===== config.mk =====
export PLATFORM = sky130hd
export DESIGN_NAME = div_iter_unit
export DESIGN_NICKNAME = d
export VERILOG_FILES = /design/src/rtl/div_iter_unit_pkg.sv /design/src/rtl/div_step.sv /design/src/rtl/div_iter_unit.sv
export SDC_FILE = /design/constraint.sdc
export NUM_CORES = 1
export LEC_CHECK = 0
export BUFFER_PORTS_ARGS = -buffer_cell sky130_fd_sc_hd__buf_2
export CORE_MARGIN = 2
export CORE_UTILIZATION = 55
export DETAILED_ROUTE_END_ITERATION = 8
export PLACE_DENSITY = 0.74
export REMOVE_ABC_BUFFERS = 1
export SYNTH_ARGS = -nofsm -noshare
export SYNTH_HDL_FRONTEND = slang
export SYNTH_HIERARCHICAL = 1
export SYNTH_SLANG_ARGS = --single-unit

===== constraint.sdc =====
create_clock -name clk -period 5.98 [get_ports clk]
set_input_delay 1.196 -clock clk [delete_from_list [all_inputs] [get_ports clk]]
set_output_delay 1.196 -clock clk [all_outputs]
set_load 0.01 [all_outputs]

===== src/rtl/div_iter_unit_pkg.sv =====
// Shared types for the iterative divider.
//   div_op_e     : operation select (DIV_S, DIV_U, REM_S, REM_U)
//   div_states_e : divider FSM states (D_IDLE, D_INIT, D_CALC, D_SIGN)
//   is_signed_op / is_rem_op : decode helpers for div_op_e
package div_iter_unit_pkg;

  typedef enum logic [1:0] {
    DIV_S = 2'd0,
    DIV_U = 2'd1,
    REM_S = 2'd2,
    REM_U = 2'd3
  } div_op_e;

  typedef enum logic [1:0] {
    D_IDLE = 2'd0,
    D_INIT = 2'd1,
    D_CALC = 2'd2,
    D_SIGN = 2'd3
  } div_states_e;

  function automatic logic is_signed_op(div_op_e op);
    return (op == DIV_S) || (op == REM_S);
  endfunction

  function automatic logic is_rem_op(div_op_e op);
    return (op == REM_S) || (op == REM_U);
  endfunction

endpackage


===== src/rtl/div_step.sv =====
// One combinational restoring-division step.
//   i_rem  : partial remainder entering the step (always < i_div)
//   i_msb  : next dividend bit shifted into the remainder
//   i_div  : divisor magnitude
//   o_rem  : partial remainder leaving the step
//   o_qbit : quotient bit produced by the step
module div_step #(
  parameter int WIDTH = 32
) (
  input  logic [WIDTH-1:0] i_rem,
  input  logic             i_msb,
  input  logic [WIDTH-1:0] i_div,
  output logic [WIDTH-1:0] o_rem,
  output logic             o_qbit
);

  logic [WIDTH:0] w_shift;
  logic [WIDTH:0] w_diff;

  // Since i_rem < i_div, the shifted value is < 2*i_div, so bit WIDTH of the
  // WIDTH+1-bit difference is exactly the borrow of the trial subtraction.
  assign w_shift = {i_rem, i_msb};
  assign w_diff  = w_shift - {1'b0, i_div};
  assign o_qbit  = ~w_diff[WIDTH];
  assign o_rem   = o_qbit ? w_diff[WIDTH-1:0] : w_shift[WIDTH-1:0];

endmodule


===== src/rtl/div_iter_unit.sv =====
// Iterative integer divider (DIV, DIVU, REM, REMU, RISC-V M semantics).
// Retires STEPS quotient bits per cycle; divide-by-zero and signed overflow
// finish straight from D_INIT.
//   clk, reset : clock, synchronous active-high reset
//   start_i    : request, accepted only in D_IDLE and only without kill_i
//   kill_i     : abort the current operation, no done_o for it
//   op_i, a_i, b_i : operation and operands, captured with start_i
//   busy_o     : FSM not in D_IDLE
//   done_o     : one-cycle pulse, result_o valid
//   result_o   : quotient or remainder, held until the next completion
// Handshake: a request is taken on any clock edge where start_i=1, kill_i=0
// and busy_o=0; its completion is the single cycle with done_o=1, during which
// busy_o is already low so the next request may be taken in that same cycle.
module div_iter_unit
  import div_iter_unit_pkg::*;
#(
  parameter int WIDTH = 32,
  parameter int STEPS = 1
) (
  input  logic             clk,
  input  logic             reset,
  input  logic             start_i,
  input  logic             kill_i,
  input  div_op_e          op_i,
  input  logic [WIDTH-1:0] a_i,
  input  logic [WIDTH-1:0] b_i,
  output logic             busy_o,
  output logic             done_o,
  output logic [WIDTH-1:0] result_o
);

  localparam int N  = WIDTH / STEPS;
  localparam int CW = $clog2(N + 1);

  div_states_e      r_state, w_next_state;
  div_op_e          r_op;
  logic [WIDTH-1:0] r_a, r_b;
  logic [WIDTH-1:0] r_rem;   // partial remainder
  logic [WIDTH-1:0] r_quo;   // dividend bits shift out the top, quotient bits in the bottom
  logic [WIDTH-1:0] r_div;   // divisor magnitude
  logic [WIDTH-1:0] r_result;
  logic [CW-1:0]    r_cnt;
  logic             r_sign_q, r_sign_r, r_done;
  logic             w_done_set;

  logic             w_signed, w_rem_op, w_div_zero, w_ovf, w_fast;
  logic [WIDTH-1:0] w_abs_a, w_abs_b, w_fast_result;
  logic [WIDTH-1:0] w_quo_fin, w_rem_fin, w_final;
  logic [WIDTH-1:0] w_rem_chain [STEPS+1];
  logic [STEPS-1:0] w_qbits;
  logic [WIDTH-1:0] w_quo_next;

  assign w_signed   = is_signed_op(r_op);
  assign w_rem_op   = is_rem_op(r_op);
  assign w_div_zero = (r_b == '0);
  assign w_ovf      = w_signed && (r_a == {1'b1, {(WIDTH-1){1'b0}}}) && (r_b == '1);
  assign w_fast     = w_div_zero || w_ovf;
  assign w_abs_a    = (w_signed && r_a[WIDTH-1]) ? -r_a : r_a;
  assign w_abs_b    = (w_signed && r_b[WIDTH-1]) ? -r_b : r_b;

  // Divide-by-zero: q = all ones, r = a. Overflow: q = a, r = 0.
  always_comb begin
    w_fast_result = '0;
    if (w_rem_op) w_fast_result = w_div_zero ? r_a : '0;
    else          w_fast_result = w_div_zero ? '1  : r_a;
  end

  assign w_quo_fin = r_sign_q ? -r_quo : r_quo;
  assign w_rem_fin = r_sign_r ? -r_rem : r_rem;
  assign w_final   = w_rem_op ? w_rem_fin : w_quo_fin;

  // STEPS chained steps; step 0 consumes the current dividend MSB.
  assign w_rem_chain[0] = r_rem;
  for (genvar gi = 0; gi < STEPS; gi++) begin : g_step
    div_step #(.WIDTH(WIDTH)) u_step (
      .i_rem  (w_rem_chain[gi]),
      .i_msb  (r_quo[WIDTH-1-gi]),
      .i_div  (r_div),
      .o_rem  (w_rem_chain[gi+1]),
      .o_qbit (w_qbits[STEPS-1-gi])
    );
  end
  assign w_quo_next = {r_quo[WIDTH-STEPS-1:0], w_qbits};

  // State register
  always_ff @(posedge clk) begin
    if (reset) r_state <= D_IDLE;
    else       r_state <= w_next_state;
  end

  // Next-state logic; kill_i overrides everything
  always_comb begin
    w_next_state = r_state;
    if (kill_i) begin
      w_next_state = D_IDLE;
    end else begin
      case (r_state)
        D_IDLE: if (start_i) w_next_state = D_INIT;
        D_INIT: w_next_state = w_fast ? D_IDLE : D_CALC;
        D_CALC: if (r_cnt == CW'(1)) w_next_state = D_SIGN;
        D_SIGN: w_next_state = D_IDLE;
        default: w_next_state = D_IDLE;
      endcase
    end
  end

  // Output logic
  always_comb begin
    busy_o     = (r_state != D_IDLE);
    w_done_set = !kill_i && (((r_state == D_INIT) && w_fast) || (r_state == D_SIGN));
  end

  assign done_o   = r_done;
  assign result_o = r_result;

  // Datapath
  always_ff @(posedge clk) begin
    if (reset) begin
      r_op     <= DIV_S;
      r_a      <= '0;
      r_b      <= '0;
      r_rem    <= '0;
      r_quo    <= '0;
      r_div    <= '0;
      r_result <= '0;
      r_cnt    <= '0;
      r_sign_q <= 1'b0;
      r_sign_r <= 1'b0;
      r_done   <= 1'b0;
    end else begin
      r_done <= w_done_set;
      case (r_state)
        D_IDLE: begin
          if (start_i && !kill_i) begin
            r_op <= op_i;
            r_a  <= a_i;
            r_b  <= b_i;
          end
        end
        D_INIT: begin
          r_sign_q <= w_signed && (r_a[WIDTH-1] ^ r_b[WIDTH-1]);
          r_sign_r <= w_signed && r_a[WIDTH-1];
          r_rem    <= '0;
          r_quo    <= w_abs_a;
          r_div    <= w_abs_b;
          r_cnt    <= CW'(N);
          if (w_fast && !kill_i) r_result <= w_fast_result;
        end
        D_CALC: begin
          r_rem <= w_rem_chain[STEPS];
          r_quo <= w_quo_next;
          r_cnt <= r_cnt - CW'(1);
        end
        D_SIGN: begin
          if (!kill_i) r_result <= w_final;
        end
        default: ;
      endcase
    end
  end

endmodule


==> flow_summary.yaml <==
final_layout:
  area_growth_pct: 9.34
  fillers: 2297
  nNetsFinal: 1901
  multi_input_area_mm2: 0.00901
  seqCellArea_mm2: 0.00410
  drive_gt1_share_pct: 12.9
  layoutNonFillerInstCount: 2134
  antenna_cells: 0
  stdcell_area_mm2: 0.0153
setup_path:
  worstSetupPathType: "reg2reg"
  cp-start-kind: "register"
  r2r-start: "r_a[24]$_SDFFE_PP0P_"
  cp_data_required_time_ps: 6400
  rr_worst_depth: 6
  crit_fanout: 26
  worstPathArrival_ps: 4670
  reg2reg_setup_slack_ps: 1730
  reg2reg_to: "result_o[23]$_SDFFE_PP0P_"
  cp-end-kind: "register"
min_path:
  hold-path-endpoint: "r_op[1]$_SDFFE_PP0P_"
  hp-class: "reg2reg"
  hold_path.startpoint: "r_op[1]$_SDFFE_PP0P_"
  hold_depth: 2
sta:
  finalCritPeriodShare_pct: 71.1
  worst_pin_slew_ps: 1350
  grt_setup_unrepaired: "false"
  relSlewSlack_pct: 10.2
  setup_viol: 0
  final-max-slew-violation-count: 0
  fin_ws_ps: 1730
  holdWs_ps: 457
  fin_setup_tns_ps: 0
  period_needed_ps: 4250
  hold_viol_final: 0
  skew_ps: 11.2
  fmax_mhz: 235
clocking:
  holdBufCountCts: 0
  clockRootBuffer: "clkbuf_16"
  clk_latency_ps: 520
  h-tree-depth: 1
  cts.sinks: 205
  cts-resized-gates: 0
  clkTransAtPathRegs_ps: 60
  cts_max_path_buffers: 3
  cts_tree: "yes"
  cts_setup_buffers: 0
  cts_buffers: 24
power_and_ir_drop:
  swShare_pct: 29.1
  p_clk_share_pct: 41.3
  p_int_mw: 2.62
  leakage_nw: 6.01
  p_seq_share_pct: 40.0
  ir_drop_mv: 0.213
  power_density_mw_per_mm2: 242
  p_switching_mw: 1.08
  pwr-share-comb_pct: 18.7
outcome:
  status: "completed"
floorplan:
  die_x_um: 163
  core_area_mm2: 0.0250
  die_y_um: 163
  dieArea_mm2: 0.0267
  start_util_pct: 55.8
  rows: 58
  pin_count: 104
global_route:
  grt_max_degree: 73
  grt_first_pass_wirelength_mm: 63.7
  grt_usage_pct: 29.2
  antenna_found_initial: 0
  grt_pass1_vias: 12200
  grt.overflow.total: 0
detailed_routing:
  drc_errors: 0
  antenna_left: 0
  vias: 13200
  routed_wl_mm: 38.8
  viasPerCell: 6.16
  first_iter_violations: 1216
  avgRoutedWirePerCell_um: 18.2
  firstDrtPassIters: 5
place:
  placed_area_mm2: 0.0144
  dp_slack_ps: 1810
  gp_congestion: 0.915
  dpl.cell_count: 2091
  port_buffers: 103
  dp_hpwl_mm: 27.0
yosys:
  synthMuxAreaShare_pct: 4.75
  synthCells: 1769
  netlist_area_mm2: 0.0140
  synth-simple-area-share_pct: 20.7
  synth_edf_count: 0
  synth-seq-area-share_pct: 29.4
  synth_fa_ha_area_share_pct: 6.00
  synth_top_family_by_area: "compound AO/OA/AOI/OAI gates"
  synth_async_sr_flop_share_pct: 0
  synth_compound_area_share_pct: 24.3
  synth_top_cell_area_share_pct: 29.4
  synth.area.top_cells: "dfxtp_1, a21oi_1, nand2_1"
  yosys_warnings: 6
  ys_types: 97
  synth_top_area_cell: "dfxtp_1"
  synth_seq_cells: 205
  synth_ff_type: "dfxtp_1"
  synth-xor-area-share_pct: 8.59
  avgSynthCellArea_um2: 7.90
job:
  maxCapViolCount: 0
## worst max-delay path by stage
stage,startpoint,to,slack (ps)
global placement,r_a[24]$_SDFFE_PP0P_,result_o[13]$_SDFFE_PP0P_,1870
CTS,r_a[24]$_SDFFE_PP0P_,result_o[25]$_SDFFE_PP0P_,1810
finish,r_a[24]$_SDFFE_PP0P_,result_o[23]$_SDFFE_PP0P_,1730
global route,r_a[24]$_SDFFE_PP0P_,result_o[23]$_SDFFE_PP0P_,1660
detailed placement,r_a[24]$_SDFFE_PP0P_,result_o[2]$_SDFFE_PP0P_,1810
floorplan,kill_i,r_a[0]$_SDFFE_PP0P_,920
## synthesized netlist by cell type, types with 6 or more instances
cell type	n
nand2_1	224
o32ai_1	6
and3_1	7
a211oi_1	39
or3_1	20
nand2b_1	22
o22ai_1	16
nand4_1	15
a21oi_1	169
a22oi_1	7
a311oi_1	21
buf_4	7
o31ai_1	23
o21a_1	7
nor2b_1	37
maj3_1	28
a21o_1	20
o21ai_0	67
ha_1	43
inv_1	62
nor4_1	12
a31oi_1	26
buf_2	7
nand3_1	28
xnor2_1	66
buf_1	8
xor2_1	71
mux2i_1	31
o41ai_1	20
a41oi_1	7
nor2_1	140
o211ai_1	17
mux2_4	19
clkbuf_1	99
dfxtp_1	205
or4_1	21
nor3_1	31
## flip-flops by register name (all words and copies together), names as in the netlist, 2 cells and up, named ones only
name and flops:
r_div 32, r_op 2, r_quo 32, r_a 32
r_rem 32, r_b 32, result_o 32, r_cnt 6
## per-layer routing
metal / wire length [µm] / track usage [%] / up-vias
met5: 0 / 0 / -
met3: 2180 / 3.43 / 65
met2: 17600 / 46.6 / 429
met1: 17800 / 40.7 / 6240
met4: 1200 / 10.1 / 0
li1: - / - / 6418
## metrics by stage
step	power (mW)	utilization, %
global placement	2.17	57.7
floorplan	1.98	-
finish	3.69	61.0
global route	3.85	61.0
CTS	3.70	61.0
detailed placement	2.19	57.7
## worst max-delay path, stage by stage (launching register included)
cell,delay (ps)
dfxtp_1,370
or4_1,610
nor4_1,870
nand4_1,470
o211ai_2,1100
nand3_1,360
o32ai_1,360
## power groups by stage
stage	Combinational, mW	Sequential (mW)	Clock, mW
5_1_grt	0.760	1.48	1.61
3_5_place_dp	0.679	1.51	0
2_1_floorplan	0.484	1.49	0
6_report	0.691	1.48	1.52
3_3_place_gp	0.670	1.50	0
4_1_cts	0.683	1.48	1.54
## logic make-up (layout without fill, tap and decap cells)
| logic type | Yosys count | in the layout |
|---|---|---|
| AO/OA/AOI/OAI | 505 | 505 |
| XOR/XNOR | 137 | 137 |
| adder cells (fa/ha/maj) | 72 | 72 |
| buffers and inverters | 196 | 231 |
| flip-flops | 205 | 205 |
| multiplexers | 55 | 55 |
| AND/OR/NAND/NOR | 599 | 599 |
## layout make-up
cell class | instances | share of cell area, %
tap | 330 | 2.70
clock inverter | 8 | 0.623
timing repair buffer | 122 | 4.35
clock buffer | 35 | 4.80
inverter | 66 | 1.67
sequential | 205 | 26.9
multi-input combinational | 1368 | 59.0
## cell usage in the layout, fill, tap and decap left out, types with 23 or more instances in the layout
cell and instances:
ha_1 41, nor2b_1 37, nand2_1 224, o21ai_0 67, a31oi_1 26, dfxtp_1 205
inv_1 62, maj3_1 28, o31ai_1 23, a211oi_1 39, nor2_1 138, buf_2 102
mux2i_1 31, xnor2_1 66, clkbuf_16 25, nor3_1 31, xor2_1 71, nand3_1 28
a21oi_1 169
Note: power is estimated with default switching activity, not from simulation.
